`src/rtl/jtag_tap_driver_if.sv`:
```
// Command/response handshake between a JTAG scan requester (master) and
// the jtag_tap_driver (slave).
interface jtag_tap_driver_if #(
  parameter int unsigned MAX_BITS = 64
);
  logic                cmd_valid;
  logic                cmd_ready;
  logic [1:0]          cmd_op;
  logic [6:0]          cmd_len;
  logic [MAX_BITS-1:0] cmd_data;
  logic                rsp_valid;
  logic                rsp_ready;
  logic [MAX_BITS-1:0] rsp_data;

  modport master (
    output cmd_valid, cmd_op, cmd_len, cmd_data, rsp_ready,
    input  cmd_ready, rsp_valid, rsp_data
  );

  modport slave (
    input  cmd_valid, cmd_op, cmd_len, cmd_data, rsp_ready,
    output cmd_ready, rsp_valid, rsp_data
  );
endinterface

```
`src/rtl/jtag_tap_driver.sv`:
```
// JTAG initiator: walks the target TAP from Run-Test/Idle through reset, IR/DR
// scans or idle TCK cycles, one command at a time, returning captured TDO bits.
module jtag_tap_driver #(
  parameter int unsigned TCK_HALF = 4,
  parameter int unsigned MAX_BITS = 64
) (
  input  logic             clock,
  input  logic             reset,
  jtag_tap_driver_if.slave bus,
  output logic             jtag_TCK,
  output logic             jtag_TMS,
  output logic             jtag_TDI,
  input  logic             jtag_TDO
);

  localparam int unsigned     HC_W    = (TCK_HALF > 1) ? $clog2(TCK_HALF) : 1;
  localparam logic [HC_W-1:0] HC_LAST = HC_W'(TCK_HALF - 1);
  localparam logic [6:0]      LEN_MAX = 7'(MAX_BITS);

  typedef enum logic [1:0] {S_IDLE, S_RUN, S_RESP} state_e;
  typedef enum logic [1:0] {P_PRE, P_SHIFT, P_POST} phase_e;

  state_e              state_q, state_d;
  phase_e              phase_q, phase_d;
  logic [3:0]          step_q, step_d;
  logic [6:0]          bit_q, bit_d;
  logic [HC_W-1:0]     hc_q, hc_d;
  logic                tck_q, tck_d, tms_q, tms_d, tdi_q, tdi_d;
  logic                cmd_ready_q, cmd_ready_d, rsp_valid_q, rsp_valid_d;
  logic [MAX_BITS-1:0] rsp_q, rsp_d, data_q, data_d;
  logic [5:0]          pre_tms_q, pre_tms_d;
  logic [3:0]          pre_len_q, pre_len_d;
  logic [6:0]          n_q, n_d;
  logic                scan_q, scan_d, post_q, post_d;

  logic [6:0]          len_c;
  logic [5:0]          dec_pre_tms, cur_pre_tms;
  logic [3:0]          dec_pre_len, cur_pre_len;
  logic [6:0]          dec_n, cur_n;
  logic                dec_scan, dec_post, cur_scan, cur_post;
  logic [MAX_BITS-1:0] cur_data;
  phase_e              sk_phase;
  logic [3:0]          sk_step;
  logic [6:0]          sk_bit;
  logic                sk_done, sk_tms, sk_tdi;
  logic                accept, tck_edge, tck_rise, tck_fall;

  // Command shape: a TMS prefix, N shift/idle cycles, then an optional 1,0 tail.
  always_comb begin : decode
    len_c       = (bus.cmd_len > LEN_MAX) ? LEN_MAX : bus.cmd_len;
    dec_pre_tms = '0;
    dec_pre_len = '0;
    dec_n       = len_c;
    dec_scan    = 1'b0;
    dec_post    = 1'b0;
    case (bus.cmd_op)
      2'd0: begin
        dec_pre_tms = 6'b011111;
        dec_pre_len = 4'd6;
        dec_n       = '0;
      end
      2'd1: begin
        dec_pre_tms = (len_c != '0) ? 6'b000011 : 6'b001011;
        dec_pre_len = 4'd4;
        dec_scan    = 1'b1;
        dec_post    = 1'b1;
      end
      2'd2: begin
        dec_pre_tms = (len_c != '0) ? 6'b000001 : 6'b000101;
        dec_pre_len = 4'd3;
        dec_scan    = 1'b1;
        dec_post    = 1'b1;
      end
      default: ;
    endcase
  end

  // At accept the fresh command is used directly; afterwards its registered copy.
  always_comb begin : cur_cfg
    if (state_q == S_IDLE) begin
      cur_pre_tms = dec_pre_tms;
      cur_pre_len = dec_pre_len;
      cur_n       = dec_n;
      cur_scan    = dec_scan;
      cur_post    = dec_post;
      cur_data    = bus.cmd_data;
    end else begin
      cur_pre_tms = pre_tms_q;
      cur_pre_len = pre_len_q;
      cur_n       = n_q;
      cur_scan    = scan_q;
      cur_post    = post_q;
      cur_data    = data_q;
    end
  end

  // Next TCK cycle position, skipping empty phases, and its TMS/TDI values.
  always_comb begin : seek
    sk_phase = phase_q;
    sk_step  = step_q;
    sk_bit   = bit_q;
    sk_done  = 1'b0;
    if (state_q == S_IDLE) begin
      sk_phase = P_PRE;
      sk_step  = '0;
      sk_bit   = '0;
    end else if (phase_q == P_SHIFT) begin
      sk_bit = 7'(bit_q + 7'd1);
    end else begin
      sk_step = 4'(step_q + 4'd1);
    end
    if (sk_phase == P_PRE && sk_step >= cur_pre_len) begin
      sk_phase = P_SHIFT;
      sk_bit   = '0;
    end
    if (sk_phase == P_SHIFT && sk_bit >= cur_n) begin
      sk_phase = P_POST;
      sk_step  = '0;
    end
    if (sk_phase == P_POST && (!cur_post || sk_step >= 4'd2)) sk_done = 1'b1;
    case (sk_phase)
      P_PRE:   sk_tms = |(cur_pre_tms & (6'd1 << sk_step));
      P_SHIFT: sk_tms = cur_scan && (sk_bit == 7'(cur_n - 7'd1));
      default: sk_tms = (sk_step == 4'd0);
    endcase
    sk_tdi = (sk_phase == P_SHIFT) && cur_scan &&
             (|(cur_data & (MAX_BITS'(1) << sk_bit)));
  end

  assign accept   = (state_q == S_IDLE) && cmd_ready_q && bus.cmd_valid;
  assign tck_edge = (state_q == S_RUN) && (hc_q == HC_LAST);
  assign tck_rise = tck_edge && !tck_q;
  assign tck_fall = tck_edge && tck_q;

  always_ff @(posedge clock or posedge reset) begin : state_reg
    if (reset) state_q <= S_IDLE;
    else       state_q <= state_d;
  end

  always_comb begin : next_state
    state_d = state_q;
    case (state_q)
      S_IDLE:  if (accept) state_d = sk_done ? S_RESP : S_RUN;
      S_RUN:   if (tck_fall && sk_done) state_d = S_RESP;
      S_RESP:  if (bus.rsp_ready) state_d = S_IDLE;
      default: state_d = S_IDLE;
    endcase
  end

  always_comb begin : outputs
    cmd_ready_d = (state_d == S_IDLE);
    rsp_valid_d = (state_d == S_RESP);
    phase_d     = phase_q;
    step_d      = step_q;
    bit_d       = bit_q;
    hc_d        = hc_q;
    tck_d       = tck_q;
    tms_d       = tms_q;
    tdi_d       = tdi_q;
    rsp_d       = rsp_q;
    data_d      = data_q;
    pre_tms_d   = pre_tms_q;
    pre_len_d   = pre_len_q;
    n_d         = n_q;
    scan_d      = scan_q;
    post_d      = post_q;
    if (accept) begin
      pre_tms_d = dec_pre_tms;
      pre_len_d = dec_pre_len;
      n_d       = dec_n;
      scan_d    = dec_scan;
      post_d    = dec_post;
      data_d    = bus.cmd_data;
      rsp_d     = '0;
      hc_d      = '0;
      phase_d   = sk_phase;
      step_d    = sk_step;
      bit_d     = sk_bit;
      if (!sk_done) begin
        tms_d = sk_tms;
        tdi_d = sk_tdi;
      end
    end
    if (state_q == S_RUN) begin
      hc_d = tck_edge ? '0 : HC_W'(hc_q + 1'b1);
      if (tck_rise) begin
        tck_d = 1'b1;
        if (phase_q == P_SHIFT && scan_q)
          rsp_d = rsp_q | (MAX_BITS'(jtag_TDO) << bit_q);
      end
      // Falling edge closes the TCK cycle and sets up the next one.
      if (tck_fall) begin
        tck_d   = 1'b0;
        phase_d = sk_phase;
        step_d  = sk_step;
        bit_d   = sk_bit;
        tdi_d   = 1'b0;
        if (!sk_done) begin
          tms_d = sk_tms;
          tdi_d = sk_tdi;
        end
      end
    end
  end

  always_ff @(posedge clock or posedge reset) begin : regs
    if (reset) begin
      phase_q     <= P_PRE;
      step_q      <= '0;
      bit_q       <= '0;
      hc_q        <= '0;
      tck_q       <= 1'b0;
      tms_q       <= 1'b1;
      tdi_q       <= 1'b0;
      cmd_ready_q <= 1'b0;
      rsp_valid_q <= 1'b0;
      rsp_q       <= '0;
      data_q      <= '0;
      pre_tms_q   <= '0;
      pre_len_q   <= '0;
      n_q         <= '0;
      scan_q      <= 1'b0;
      post_q      <= 1'b0;
    end else begin
      phase_q     <= phase_d;
      step_q      <= step_d;
      bit_q       <= bit_d;
      hc_q        <= hc_d;
      tck_q       <= tck_d;
      tms_q       <= tms_d;
      tdi_q       <= tdi_d;
      cmd_ready_q <= cmd_ready_d;
      rsp_valid_q <= rsp_valid_d;
      rsp_q       <= rsp_d;
      data_q      <= data_d;
      pre_tms_q   <= pre_tms_d;
      pre_len_q   <= pre_len_d;
      n_q         <= n_d;
      scan_q      <= scan_d;
      post_q      <= post_d;
    end
  end

  assign bus.cmd_ready = cmd_ready_q;
  assign bus.rsp_valid = rsp_valid_q;
  assign bus.rsp_data  = rsp_q;
  assign jtag_TCK      = tck_q;
  assign jtag_TMS      = tms_q;
  assign jtag_TDI      = tdi_q;

endmodule

```
`src/flat_wrapper.sv`:
```
// flat-port wrapper written by rule: the top's interface ports become plain ports
module jtag_tap_driver_flat 
#(
  parameter int unsigned TCK_HALF = 4,
  parameter int unsigned MAX_BITS = 64
)
  (clock, reset, jtag_TCK, jtag_TMS, jtag_TDI, jtag_TDO, bus_cmd_valid, bus_cmd_op, bus_cmd_len, bus_cmd_data, bus_rsp_ready, bus_cmd_ready, bus_rsp_valid, bus_rsp_data);
  jtag_tap_driver_if #(.MAX_BITS(MAX_BITS)) bus_i ();
  input  logic clock;
  input  logic reset;
  output logic jtag_TCK;
  output logic jtag_TMS;
  output logic jtag_TDI;
  input  logic jtag_TDO;
  input wire logic [$bits(bus_i.cmd_valid)-1:0] bus_cmd_valid;
  input wire logic [$bits(bus_i.cmd_op)-1:0] bus_cmd_op;
  input wire logic [$bits(bus_i.cmd_len)-1:0] bus_cmd_len;
  input wire logic [$bits(bus_i.cmd_data)-1:0] bus_cmd_data;
  input wire logic [$bits(bus_i.rsp_ready)-1:0] bus_rsp_ready;
  output wire logic [$bits(bus_i.cmd_ready)-1:0] bus_cmd_ready;
  output wire logic [$bits(bus_i.rsp_valid)-1:0] bus_rsp_valid;
  output wire logic [$bits(bus_i.rsp_data)-1:0] bus_rsp_data;
  assign bus_i.cmd_valid = bus_cmd_valid;
  assign bus_i.cmd_op = bus_cmd_op;
  assign bus_i.cmd_len = bus_cmd_len;
  assign bus_i.cmd_data = bus_cmd_data;
  assign bus_i.rsp_ready = bus_rsp_ready;
  assign bus_cmd_ready = bus_i.cmd_ready;
  assign bus_rsp_valid = bus_i.rsp_valid;
  assign bus_rsp_data = bus_i.rsp_data;
  jtag_tap_driver #(.TCK_HALF(TCK_HALF), .MAX_BITS(MAX_BITS)) u_core (.clock(clock), .reset(reset), .bus(bus_i), .jtag_TCK(jtag_TCK), .jtag_TMS(jtag_TMS), .jtag_TDI(jtag_TDI), .jtag_TDO(jtag_TDO));
endmodule
```
`config.mk`:
```
export PLATFORM = sky130hd
export DESIGN_NAME = jtag_tap_driver_flat
export DESIGN_NICKNAME = d
export VERILOG_FILES = /design/src/rtl/jtag_tap_driver_if.sv /design/src/rtl/jtag_tap_driver.sv /design/src/flat_wrapper.sv
export SDC_FILE = /design/constraint.sdc
export NUM_CORES = 1
export LEC_CHECK = 0
export CAP_MARGIN = 30
export CORE_MARGIN = 8
export CORE_UTILIZATION = 53
export CTS_CLUSTER_DIAMETER = 60
export CTS_CLUSTER_SIZE = 14
export DETAILED_ROUTE_END_ITERATION = 10
export PLACE_DENSITY = 0.77
export SLEW_MARGIN = 10
export SYNTH_ARGS = -nofsm -noshare
export SYNTH_HDL_FRONTEND = slang
export SYNTH_SLANG_ARGS = --single-unit
```
`constraint.sdc`:
```
create_clock -name clock -period 6.85 [get_ports clock]
set_input_delay 1.7125 -clock clock [delete_from_list [all_inputs] [get_ports clock]]
set_output_delay 1.7125 -clock clock [all_outputs]
set_load 0.1 [all_outputs]
```
==> results of run 1 <==
==> cells by family (layout without fill, tap and decap cells) <==
kind of cell | Yosys count | in the layout | share of synthesized area, %
and+or+nand+nor | 513 | 513 | 26.01
xor gates and xnor gates | 17 | 17 | 1.855
buffers and inverters | 62 | 198 | 2.997
muxes | 9 | 9 | 1.098
AOI/OAI and AO/OA | 219 | 219 | 16.41
DFF | 165 | 165 | 48.98
adders and majority gates | 18 | 18 | 2.656
==> through the flow <==
| stage | utilization [%] | total power, mW | setup WS [ns] | std cells |
|---|---|---|---|---|
| 6_report | 67.71 | 4.190 | 0.6061 | 1355 |
| 5_1_grt | 67.71 | 4.454 | 0.2688 | 1355 |
| 4_1_cts | 67.71 | 4.177 | 0.6748 | 1355 |
| 3_5_place_dp | 63.97 | 3.216 | 0.2556 | 1323 |
| 3_3_place_gp | 63.97 | 3.183 | 0.4257 | 1323 |
| 2_1_floorplan | - | 2.721 | 0.6775 | 1003 |
==> worst register-to-register path, cell delays in order, from the launching register on <==
cell and delay [ns]:
dfrtp_1 0.50, or2_2 0.71, nor2_1 0.11, a21oi_1 0.20, ha_1 0.28, a21oi_1 0.19, o21a_1 0.18, a31oi_2 0.22
nor2_1 0.31, nand2_1 0.11, ha_1 0.31, nand2b_1 0.14, a21o_1 0.18, maj3_2 0.33, a2111oi_4 0.42, nor3_2 0.19
o211ai_4 0.29, a2bb2oi_2 0.20, o211a_1 0.18
==> path summary, 6_finish.rpt <==
kind | start | endpoint | depth (start not counted)
worst max-delay path | bus_cmd_op[0] | u_core.bus.cmd_ready | 21
worst min-delay path | u_core.pre_tms_q[4] | u_core.pre_tms_q[4] | 2
worst max register to register | u_core.state_q[1] | u_core.bus.cmd_ready | 18
worst min register to register | u_core.pre_tms_q[4] | u_core.pre_tms_q[4] | 2
max in group asynchronous | reset | u_core.data_q[43] | 3
min in group asynchronous | reset | u_core.bus.rsp_data[1] | 2
==> synthesized netlist by cell type, types with 3 or more instances <==
master / n / share of area, %
a2111oi_0: 4 / 0.42
a211oi_1: 5 / 0.45
a21o_1: 7 / 0.62
a21oi_1: 38 / 2.3
a22oi_1: 3 / 0.27
a31oi_1: 7 / 0.52
and2_1: 5 / 0.37
and3_1: 9 / 0.67
buf_1: 3 / 0.13
buf_2: 4 / 0.24
clkbuf_1: 43 / 1.9
dfrtp_1: 164 / 49
ha_1: 17 / 2.5
inv_1: 9 / 0.40
mux2i_1: 7 / 0.83
nand2_1: 364 / 16
nand2b_1: 5 / 0.37
nand3_1: 31 / 1.8
nand4_1: 14 / 1.0
nor2_1: 32 / 1.4
nor2b_1: 9 / 0.67
nor3_1: 18 / 1.1
nor4_1: 9 / 0.67
o211ai_1: 4 / 0.36
o21a_1: 3 / 0.27
o21ai_0: 104 / 6.2
o31ai_1: 10 / 0.89
or3_1: 5 / 0.37
xnor2_1: 12 / 1.2
xor2_1: 4 / 0.42
==> flip-flops by register name, indices dropped and copies added, names as in the netlist, 2 cells and up <==
name,count
u_core.n_q,7
u_core.data_q,64
u_core.state_q,2
u_core.phase_q,2
u_core.pre_len_q,2
u_core.step_q,4
u_core.bit_q,7
u_core.pre_tms_q,5
u_core.hc_q,2
u_core.bus.rsp_data,64
==> power breakdown <==
part / switching, mW / total, mW / internal [mW]
Clock: 0.432 / 0.951 / 0.520
Combinational: 1.19 / 1.81 / 0.615
Sequential: 0.205 / 1.43 / 1.23
Total: 1.83 / 4.19 / 2.36
==> area by class of cell <==
cell class / instances / area, sq um
repair buffers: 156 / 1536
clock buffers: 18 / 429.2
well taps: 216 / 270.3
inverters: 10 / 42.54
flip-flops and latches: 165 / 4130
multi-input cells: 776 / 4071
fillers: 1361 / 5074
clock inverters: 14 / 158.9
==> layer usage <==
metal  share of wire [%]  up-vias
met4                 2.4        0
met1                  43     3722
met5                   0        -
li1                    -     3695
met2                  47      341
met3                 7.9       46
==> results_dict.tcl, run 1 <==
set metrics [dict create \
    ys_ff_latch 165 \
    drc_errors 0 \
    hpwlAfterDp_mm 17.13 \
    grt.overflow.total 0 \
    ir_worst_vdd_mv 0.1960 \
    ant_nets 0 \
    yosys_most_used_dff "dfrtp_1" \
    status "finished clean" \
    grt_pass1_vias 7494 \
    area_growth_pct 26.16 \
    cts_tree "done" \
    clk_latency_ns 0.43 \
    die_h_um 142.1 \
    slowest_stage "clkdlybuf4s50_1" \
    dr.pass1.iters 5 \
    critPathArrivalTime_ns 6.61 \
    final_cell_mix "364 x nand2_1, 164 x dfrtp_1, 146 x clkdlybuf4s50_1" \
    syn_area_sq_um 8433 \
    worst_setup_path_start_kind "input port" \
    cts_made_buffers 17 \
    synth_nets 1098 \
    grtUsageTotal_pct 24.56 \
    grt_max_degree 88 \
    ctsRootBufferMaster "clkbuf_16" \
    post_cts_resized 0 \
    antenna_found_initial 0 \
    initial_core_util_pct 53.67 \
    drt_wl_total_mm 24.30 \
    dieArea_sq_um 20200 \
    fin_setup_tns_ns 0 \
    end_kind "flip-flop" \
    p_per_area_nw_per_um2 393.8 \
    fmax_ghz 0.1602 \
    period_share_pct 91.15 \
    cp_data_required_time_ns 7.21 \
    rows 46 \
    met1_usage_pct 32.34 \
    postSynthCellCount 1003 \
    drv_slew 0 \
    placed_area_sq_um 10050 \
    wire_per_inst_um 17.94 \
    clk_path_buf_depth 2 \
    p_leak_nw 4.764 \
    setup_violations 0 \
    drv_cap 0 \
    ys_seq_area_share_pct 48.98 \
    fin_crit_ns 6.244 \
    drive_above_1_share_pct 5.707 \
    finalHoldViolations 0 \
    yosys_warnings 0 \
    io_pins 147 \
    fin_worst_skew_ns 0.007476 \
    grtUsageMet3_pct 5.300 \
    ys_types 73 \
    synth_edf_count 0 \
    holdCritPathClass "reg2reg" \
    crit_top_cell "ha_1" \
    max_stage_delay_ns 0.53 \
    dr.first_iter.drc_count 630 \
    portBuffers 146 \
    use_met2_pct 39.24 \
    setup.worst_path.class "in2reg" \
    num-nets-final 1221 \
    hold_ws_ns 0.4753 \
    layout.cells.most_common "nand2_1" \
    clock-sinks 165 \
    critPathMaxFanout 10 \
    vias_per_cell 5.759 \
    rsz0062_at_grt "no" \
    path_buf_inv 2 \
    fp.dieW_um 142.1 \
    core_area_sq_um 15710 \
    gp_congestion 0.9465 \
    cts-htree-levels 4 \
    relSlewSlack_pct 31.43 \
    crit_family "compound AO/OA/AOI/OAI gates" \
    async_flop_share_pct 100.0 \
    grt_pass1_wl_mm 39.52 \
    finalInstanceArea_sq_um 10640 \
    cts_setup_buffers 0 \
    vias 7804 \
    worstMarginPinSlew_ns 1.025 \
    gr-max-usage-layer "met2" \
    path_cells "clkdlybuf4s50_1 > inv_1 > ha_1 > o21bai_1 > nor2_1 > a21oi_1 > ha_1 > a21oi_1 > o21a_1 > a31oi_2 > nor2_1 > nand2_1 > ha_1 > nand2b_1 > a21o_1 > maj3_2 > a2111oi_4 > nor3_2 > o211ai_4 > a2bb2oi_2 > o211a_1" \
    clk_pin_slew_ns 0.07 \
    ctsHoldBuffers 0 \
    syn-mean-instance-area_sq_um 8.408 \
    r2r_slack_ns 1.78 \
    antenna_cells 0 \
]
No activity file was read; power rests on OpenSTA's default activity.
==> inputs of run 2 (changes only) <==
--- a/config.mk
+++ b/config.mk
@@ -11,6 +11,7 @@
 export CTS_CLUSTER_DIAMETER = 60
 export CTS_CLUSTER_SIZE = 14
 export DETAILED_ROUTE_END_ITERATION = 10
+export GPL_TIMING_DRIVEN = 0
 export PLACE_DENSITY = 0.77
 export SLEW_MARGIN = 10
 export SYNTH_ARGS = -nofsm -noshare
==> results_dict.tcl, run 2 (synthesis results as in run 1) <==
set metrics [dict create \
    post-route-util_pct 68.67 \
    clk_latency_ns 0.43 \
    io_pins 147 \
    grt_pass1_wl_mm 42.00 \
    finalNonFillerCells 1397 \
    area_growth_pct 27.94 \
    met3WireLength_mm 2.370 \
    placed_area_sq_um 10200 \
    fin_worst_skew_ns 0.009416 \
    hold_ws_ns 0.4734 \
    holdCritPathClass "reg2reg" \
    intPower_mw 2.422 \
    fin_ws_ns 0.2998 \
    min_path_cells 2 \
    cts_made_buffers 17 \
    fmax_ghz 0.1527 \
    status "finished clean" \
    drc_errors 0 \
    finalHoldViolations 0 \
    min-delay-start "u_core.data_q[42]" \
    ff2ff_path_depth 19 \
    drv_cap 0 \
    grt_max_degree 112 \
    r2r-start "u_core.state_q[0]" \
    ctsHoldBuffers 0 \
    layout.cells.most_common "nand2_1" \
    nFillCells 1328 \
    cp_data_required_time_ns 7.21 \
    gp_congestion 0.9834 \
    relSlewSlack_pct 31.38 \
    dr.pass1.iters 5 \
    power_frac_seq_pct 32.5 \
    comb_power_share_pct 45.6 \
    ctsRootBufferMaster "clkbuf_16" \
    drv_slew 0 \
    grtUsageTotal_pct 26.67 \
    clock-sinks 165 \
    dr.first_iter.drc_count 811 \
    cp-endpoint "u_core.bus.cmd_ready" \
    critPathMaxFanout 10 \
    ir_worst_vdd_mv 0.2218 \
    final_cell_mix "364 x nand2_1, 164 x dfrtp_1, 146 x clkdlybuf4s50_1" \
    grt.overflow.total 0 \
    r2r_slack_ns 0.46 \
    fin_setup_tns_ns 0 \
    highest_layer "met4" \
    vias_per_cell 5.809 \
    num-nets-final 1264 \
    setup_violations 0 \
    clk_path_buf_depth 2 \
    rows 46 \
    drt-met1-wl_mm 11.02 \
    drt_wl_total_mm 26.59 \
    p_per_area_nw_per_um2 401.6 \
    antenna_cells 0 \
    setup.worst_path.class "in2reg" \
    swShare_pct 44.11 \
    dieArea_sq_um 20200 \
    worstSetupStartpoint "bus_cmd_op[0]" \
    p_leak_nw 4.813 \
    cts_setup_buffers 0 \
    die_h_um 142.1 \
    dp.cells 1366 \
    worstMarginPinSlew_ns 1.026 \
    wire_per_inst_um 19.03 \
    cts_tree "done" \
    fin_crit_ns 6.550 \
    fp.dieW_um 142.1 \
    grt_pass1_vias 7806 \
    cts-htree-levels 4 \
    r2r_end "u_core.bus.cmd_ready" \
    clk_pin_slew_ns 0.06 \
    critPathArrivalTime_ns 6.91 \
    antenna_found_initial 0 \
    end_kind "flip-flop" \
    multiInputGateArea_sq_um 4064 \
    seq_area_sq_um 4130 \
    portBuffers 146 \
    rsz0062_at_grt "no" \
    dpl_worst_slack_ns -0.1902 \
    drive_above_1_share_pct 4.996 \
    dr_wl_met2_mm 12.45 \
    vias 8115 \
    initial_core_util_pct 53.67 \
    hpwlAfterDp_mm 19.46 \
    worst_setup_path_start_kind "input port" \
    core_area_sq_um 15710 \
    clockPowerShare_pct 21.9 \
    period_share_pct 95.62 \
    power.total_mw 4.333 \
    finalInstanceArea_sq_um 10790 \
    power.switching_mw 1.911 \
    ant_nets 0 \
]
[run 2: area by class of cell]
cell class	count	share of cell area [%]
inverter	10	0.4175
buffer	52	2.006
clock inverter	10	1.148
multi-input combinational	776	37.67
tap	216	2.505
timing repair buffer	147	13.80
clock buffer	21	4.175
sequential	165	38.28
[run 2: routing by layer]
layer / up-vias / track usage (%)
met2: 409 / 42.89
li1: 3782 / -
met3: 63 / 5.871
met1: 3861 / 34.66
met5: - / 0
met4: 0 / 9.723
[run 2: timing repair]
| item | CTS | global route |
|---|---|---|
| endpoints found under the setup margin | 1 | 8 |
| resized for setup | 1 | 3 |
| pin swaps | 0 | 0 |
[run 2: power by group through the flow]
stage / Combinational [mW] / Clock, mW / Sequential [mW]
floorplan: 1.25 / 0 / 1.47
global placement: 1.88 / 0 / 1.41
detailed placement: 1.91 / 0 / 1.42
CTS: 1.92 / 0.952 / 1.40
global route: 2.14 / 0.998 / 1.43
finish: 1.97 / 0.950 / 1.41
[run 2: critical path: stages]
cell             delay (ns)
clkdlybuf4s50_1        0.51
inv_1                  0.09
ha_1                   0.29
o21bai_1               0.22
nor2_1                 0.06
a21oi_1                0.21
ha_1                   0.28
a21oi_1                0.21
o21ai_1                0.23
o31ai_2                0.50
nand3_1                0.42
clkinv_1               0.33
buf_2                  0.30
ha_1                   0.31
a2111oi_4              0.40
nor3_4                 0.16
o211ai_4               0.30
a2bb2oi_2              0.20
o211a_1                0.17
[run 2: worst min-delay path by stage]
stage,slack [ns],endpoint
2_1_floorplan,0.44,u_core.data_q[56]
3_3_place_gp,0.45,u_core.data_q[19]
3_5_place_dp,0.46,u_core.data_q[32]
4_1_cts,0.48,u_core.data_q[19]
5_1_grt,0.49,u_core.pre_len_q[0]
6_report,0.47,u_core.data_q[42]
